===== src/rtl/dmem_arbiter.sv =====
// Two-port arbiter/sequencer for a single-ported data memory: fixed priority to port A,
// starvation force for port B. Optional ownership locking with DMEM_ARB_LOCK_EN.
module dmem_arbiter #(
    parameter int unsigned ADDR_W       = 10,
    parameter int unsigned STARVE_LIMIT = 4
) (
    input  logic        clk,
    input  logic        rst,
    input  logic        a_req,
    input  logic        a_we,
    input  logic [31:0] a_addr,
    input  logic [31:0] a_wdata,
    input  logic        a_lock,
    input  logic        b_req,
    input  logic        b_we,
    input  logic [31:0] b_addr,
    input  logic [31:0] b_wdata,
    input  logic        b_lock,
    output logic        a_gnt,
    output logic        a_rvalid,
    output logic [31:0] a_rdata,
    output logic        a_err,
    output logic        b_gnt,
    output logic        b_rvalid,
    output logic [31:0] b_rdata,
    output logic        b_err,
    output logic [31:0] mem_addr,
    output logic [31:0] mem_dataW,
    output logic        mem_enaR,
    output logic        mem_enaW,
    input  logic [31:0] mem_data_out
);

    localparam int unsigned WAIT_W = 4;
    localparam logic [WAIT_W-1:0] WAIT_MAX = WAIT_W'(STARVE_LIMIT);

    typedef enum logic [1:0] {
        IDLE    = 2'd0,
        SERVE_A = 2'd1,
        SERVE_B = 2'd2
    } state_t;

    state_t            r_state;
    logic [WAIT_W-1:0] r_b_wait;
    logic              r_oor;
    logic              r_a_gnt;
    logic              r_b_gnt;
    logic              r_a_rvalid;
    logic              r_b_rvalid;
    logic [31:0]       r_a_rdata;
    logic [31:0]       r_b_rdata;
    logic              r_a_err;
    logic              r_b_err;
    logic [31:0]       r_mem_addr;
    logic [31:0]       r_mem_dataW;
    logic              r_mem_enaR;
    logic              r_mem_enaW;

    logic w_a_oor;
    logic w_b_oor;
    logic w_own_a;
    logic w_own_b;
    logic w_locked;
    logic w_force_b;
    logic w_pick_a;
    logic w_pick_b;

`ifdef DMEM_ARB_LOCK_EN
    typedef enum logic [1:0] {
        OWN_NONE = 2'd0,
        OWN_A    = 2'd1,
        OWN_B    = 2'd2
    } owner_t;

    owner_t r_owner;
    owner_t w_owner_eff;
`else
    logic w_unused_lock;
    assign w_unused_lock = a_lock ^ b_lock;
`endif

    assign w_a_oor = |a_addr[31:ADDR_W];
    assign w_b_oor = |b_addr[31:ADDR_W];

    // Effective owner is the registered owner unless its lock has just dropped.
    always_comb begin
        w_own_a = 1'b0;
        w_own_b = 1'b0;
`ifdef DMEM_ARB_LOCK_EN
        w_owner_eff = OWN_NONE;
        if ((r_owner == OWN_A) && a_lock) begin
            w_own_a     = 1'b1;
            w_owner_eff = OWN_A;
        end else if ((r_owner == OWN_B) && b_lock) begin
            w_own_b     = 1'b1;
            w_owner_eff = OWN_B;
        end
`endif
        w_locked  = w_own_a || w_own_b;
        w_force_b = !w_locked && b_req && (r_b_wait == WAIT_MAX);
        w_pick_a  = 1'b0;
        w_pick_b  = 1'b0;
        if (w_own_a) begin
            w_pick_a = a_req;
        end else if (w_own_b) begin
            w_pick_b = b_req;
        end else if (w_force_b) begin
            w_pick_b = 1'b1;
        end else if (a_req) begin
            w_pick_a = 1'b1;
        end else begin
            w_pick_b = b_req;
        end
    end

    // Sequencer: arbitrate in IDLE, drive memory for one SERVE cycle, return data next cycle.
    always_ff @(posedge clk or posedge rst) begin
        if (rst) begin
            r_state     <= IDLE;
            r_b_wait    <= '0;
            r_oor       <= 1'b0;
            r_a_gnt     <= 1'b0;
            r_b_gnt     <= 1'b0;
            r_a_rvalid  <= 1'b0;
            r_b_rvalid  <= 1'b0;
            r_a_rdata   <= '0;
            r_b_rdata   <= '0;
            r_a_err     <= 1'b0;
            r_b_err     <= 1'b0;
            r_mem_addr  <= '0;
            r_mem_dataW <= '0;
            r_mem_enaR  <= 1'b0;
            r_mem_enaW  <= 1'b0;
`ifdef DMEM_ARB_LOCK_EN
            r_owner     <= OWN_NONE;
`endif
        end else begin
            r_a_gnt     <= 1'b0;
            r_b_gnt     <= 1'b0;
            r_a_rvalid  <= 1'b0;
            r_b_rvalid  <= 1'b0;
            r_mem_addr  <= '0;
            r_mem_dataW <= '0;
            r_mem_enaR  <= 1'b0;
            r_mem_enaW  <= 1'b0;
`ifdef DMEM_ARB_LOCK_EN
            r_owner     <= w_owner_eff;
`endif
            case (r_state)
                IDLE: begin
                    if (w_pick_a) begin
                        r_state     <= SERVE_A;
                        r_a_gnt     <= 1'b1;
                        r_oor       <= w_a_oor;
                        r_mem_addr  <= a_addr;
                        r_mem_dataW <= a_wdata;
                        r_mem_enaW  <= a_we && !w_a_oor;
                        r_mem_enaR  <= !a_we && !w_a_oor;
                        if (b_req && !w_locked && (r_b_wait != WAIT_MAX)) begin
                            r_b_wait <= r_b_wait + WAIT_W'(1);
                        end
`ifdef DMEM_ARB_LOCK_EN
                        if (a_lock) begin
                            r_owner <= OWN_A;
                        end
`endif
                    end else if (w_pick_b) begin
                        r_state     <= SERVE_B;
                        r_b_gnt     <= 1'b1;
                        r_oor       <= w_b_oor;
                        r_mem_addr  <= b_addr;
                        r_mem_dataW <= b_wdata;
                        r_mem_enaW  <= b_we && !w_b_oor;
                        r_mem_enaR  <= !b_we && !w_b_oor;
                        r_b_wait    <= '0;
`ifdef DMEM_ARB_LOCK_EN
                        if (b_lock) begin
                            r_owner <= OWN_B;
                        end
`endif
                    end
                end
                SERVE_A: begin
                    r_state <= IDLE;
                    if (r_oor || r_mem_enaR) begin
                        r_a_rvalid <= 1'b1;
                        r_a_err    <= r_oor;
                        r_a_rdata  <= r_oor ? 32'h0 : mem_data_out;
                    end
                end
                SERVE_B: begin
                    r_state <= IDLE;
                    if (r_oor || r_mem_enaR) begin
                        r_b_rvalid <= 1'b1;
                        r_b_err    <= r_oor;
                        r_b_rdata  <= r_oor ? 32'h0 : mem_data_out;
                    end
                end
                default: r_state <= IDLE;
            endcase
        end
    end

    assign a_gnt     = r_a_gnt;
    assign b_gnt     = r_b_gnt;
    assign a_rvalid  = r_a_rvalid;
    assign b_rvalid  = r_b_rvalid;
    assign a_rdata   = r_a_rdata;
    assign b_rdata   = r_b_rdata;
    assign a_err     = r_a_err;
    assign b_err     = r_b_err;
    assign mem_addr  = r_mem_addr;
    assign mem_dataW = r_mem_dataW;
    assign mem_enaR  = r_mem_enaR;
    assign mem_enaW  = r_mem_enaW;

endmodule


===== config.mk =====
export PLATFORM = sky130hd
export DESIGN_NAME = dmem_arbiter
export DESIGN_NICKNAME = d
export VERILOG_FILES = /design/src/rtl/dmem_arbiter.sv
export SDC_FILE = /design/constraint.sdc
export NUM_CORES = 1
export LEC_CHECK = 0
export CAP_MARGIN = 5
export CORE_AREA = 2 2 118 120
export CTS_CLUSTER_DIAMETER = 80
export DETAILED_ROUTE_END_ITERATION = 8
export DIE_AREA = 0 0 120 122
export GPL_TIMING_DRIVEN = 0
export HOLD_SLACK_MARGIN = 0.08
export PLACE_DENSITY = 0.85
export SETUP_SLACK_MARGIN = 0.2
export SLEW_MARGIN = 15
export SYNTH_ARGS = -nofsm -noshare
export SYNTH_HDL_FRONTEND = slang
export SYNTH_SLANG_ARGS = --single-unit
export TNS_END_PERCENT = 10

===== constraint.sdc =====
create_clock -name clk -period 9.3 [get_ports clk]
set_clock_uncertainty 0.15 [all_clocks]
set_input_delay 0.93 -clock clk [delete_from_list [all_inputs] [get_ports clk]]
set_output_delay 0.93 -clock clk [all_outputs]
set_load 0.01 [all_outputs]

==> results.toml <==
[critical_path]
r2r_cells = 7
r2r_setup_slack_ns = 7.20
worstSetupEndpointType = "flop"
r2r_end = "mem_dataW[21]$_DFF_PP0_"
path_class = "in -> reg"
startpoint_type = "input port"
crit_required_ns = 9.50
r2r_start = "r_b_wait[0]$_DFFE_PP0P_"
crit_fanout = 10
crit_arrival_ns = 2.68

[detailed_routing]
vias_per_cell = 5.14
wl_per_cell_um = 18.0
drtIter0Drc = 408
vias = 5013
drc = 0
drtAntennaViolNets = 0
firstDrtPassIters = 4
totalWireLength_um = 17600

[sta]
tns_ns = 0
max_freq_mhz = 403
setup_viol = 0
fin_crit_ns = 2.48
worst_slew_pin_slew_ns = 0.531
period_share_pct = 26.7
rsz0062_at_grt = "false"
report.final.slew_viol_count = 0
slew-limit-headroom_pct = 64.6
hold_viol_final = 0

[cells_and_area]
fillCellCount = 940
nNetsFinal = 952
syn_to_final_growth_pct = 70.7
layout_commonest_cell = "clkdlybuf4s50_1"
final_cell_mix = "clkdlybuf4s50_1, dfrtp_1, nand2_1"
drive_gt1_share_pct = 7.30
diodes = 0
fin_area_um2 = 9350

[logic_synthesis]
synth-simple-area-share_pct = 12.1
yosysUniqueCellTypes = 30
synth.area.mux_share_pct = 0.548
syn-instance-count = 461
syn-num-nets = 631
synth_compound_area_share_pct = 17.3
synth_seq_cells = 143
synth_xor_area_share_pct = 0
mappedNetlistArea_um2 = 5480
syn_avg_cell_area_um2 = 11.9
synth-seq-area-share_pct = 65.3
ys.warnings.count = 0
synthAdderAreaFrac_pct = 0.457
synth_top_family_by_area = "compound AO/OA/AOI/OAI gates"

[power]
p_per_area_nw_per_um2 = 237
vdd_ir_drop_max_mv = 0.104
p_leak_nw = 4.06

[die]
die_x_um = 120
initial_utilization_pct = 40.6
die_y_um = 122
ios = 304
die-area_um2 = 14600
rows = 43
core_area_um2 = 13500

[min_path]
min_from = "a_rdata[21]$_DFFE_PP0P_"
hold_depth = 2
hold_class = "reg -> reg"
whs_endpoint = "a_rdata[21]$_DFFE_PP0P_"

[grt]
grt_pass1_vias = 5018
grt_pass1_wl_um = 26400
globalRouteOverflowTotal = 0
antenna_found_initial = 0
grt_max_degree = 74
grt.total_usage_pct = 23.8

[clock_network]
cts.root.buffer_cell = "clkbuf_16"
cts_sinks = 143
post_cts_resized = 0
hold_buffers = 0
cts_made_buffers = 17
cts_tree = "done"
clk_path_buf_depth = 2
clk_latency_ns = 0.41
cts_htree_levels = 4
cts_setup_buffers = 0
clk_pin_slew_ns = 0.06

[status]
status = "complete, no violations"

[job]
cap_violations = 0

[place]
gp_congestion = 0.851
port_buffers = 301
dp_hpwl_um = 13400
postPlaceCellArea_um2 = 8750
-- worst max path at each step --
stage / start / endpoint / slack, ns / depth (start not counted)
finish: b_req / mem_dataW[21]$_DFF_PP0_ / 6.82 / 6
global route: b_req / mem_dataW[21]$_DFF_PP0_ / 6.69 / 6
CTS: mem_enaR$_DFF_PP0_ / mem_enaR / 6.84 / 1
detailed placement: b_req / mem_dataW[19]$_DFF_PP0_ / 6.42 / 6
global placement: rst / mem_dataW[5]$_DFF_PP0_ / 2.75 / 2
floorplan: rst / a_err$_DFFE_PP0P_ / 4.38 / 1
-- flip-flops by register name (all words and copies together) (netlist names), 2 cells and up --
name	count
b_rdata	32
mem_dataW	32
r_state	2
mem_addr	32
r_b_wait	4
a_rdata	32
-- report_power, final --
part           switching (mW)  total, mW  internal (mW)
Clock                   0.250      0.685          0.435
Sequential             0.0843      0.851          0.767
Combinational           0.289      0.679          0.390
Total                   0.623       2.22           1.59
-- cell families (layout without fill, tap and decap cells) --
| group | after synthesis | count (layout) |
|---|---|---|
| flops | 143 | 143 |
| compound gates | 138 | 138 |
| simple gates | 135 | 135 |
| buf+inv | 41 | 375 |
| fa+ha+maj | 2 | 2 |
| mux | 2 | 2 |
-- cell type report --
cell class | count | area [µm²] | area share [%]
sequential | 143 | 3580 | 38.3
timing repair buffer | 302 | 3040 | 32.5
multi-input combinational | 277 | 1660 | 17.8
clock buffer | 22 | 464 | 4.96
tap | 180 | 225 | 2.41
buffer | 30 | 198 | 2.11
clock inverter | 10 | 136 | 1.46
inverter | 11 | 48.8 | 0.522
-- synthesized netlist by cell type, drive strengths merged --
cell,instances,share of area [%]
and2,2,0.23
or3b,3,0.48
or4,1,0.14
a32o,2,0.37
mux2,2,0.55
nand2b,32,3.7
a21o,1,0.14
a21boi,1,0.14
ha,2,0.46
dfrtp,143,65
nand2,73,5.0
a21oi,1,0.091
nor3,3,0.27
clkbuf,7,0.48
inv,11,0.75
nor2,4,0.27
nor4,10,1.3
nand4,2,0.23
buf,23,3.1
a22o,63,10
o21ai,69,6.3
nand3,4,0.37
o221ai,1,0.16
nand4b,1,0.16
-- metal layers --
| layer | global-route usage (%) | vias up | routed length (µm) |
|---|---|---|---|
| li1 | - | 2272 | - |
| met2 | 39.8 | 280 | 8900 |
| met5 | 0 | - | 0 |
| met1 | 27.5 | 2418 | 6450 |
| met3 | 8.19 | 43 | 1620 |
| met4 | 11.3 | 0 | 599 |
-- per-stage QoR --
stage / util, % / worst slack [ns] / std cells / power, mW / hold WS [ns]
after floorplan: - / 4.38 / 461 / 1.10 / 0.340
final: 69.3 / 6.82 / 975 / 2.22 / 0.337
after CTS: 69.3 / 6.84 / 975 / 2.23 / 0.337
after global placement: 64.6 / 2.75 / 942 / 1.51 / 0.316
after detailed placement: 64.8 / 6.42 / 943 / 1.54 / 0.324
after global routing: 69.3 / 6.69 / 975 / 2.32 / 0.352
-- worst max-delay path, stage by stage --
cell and delay, ns:
clkdlybuf4s50_1 0.49, nand4b_1 0.17, nand3_1 0.18, inv_2 0.25, buf_1 0.41, a22o_1 0.24
Note: power is estimated with default switching activity, not from simulation.
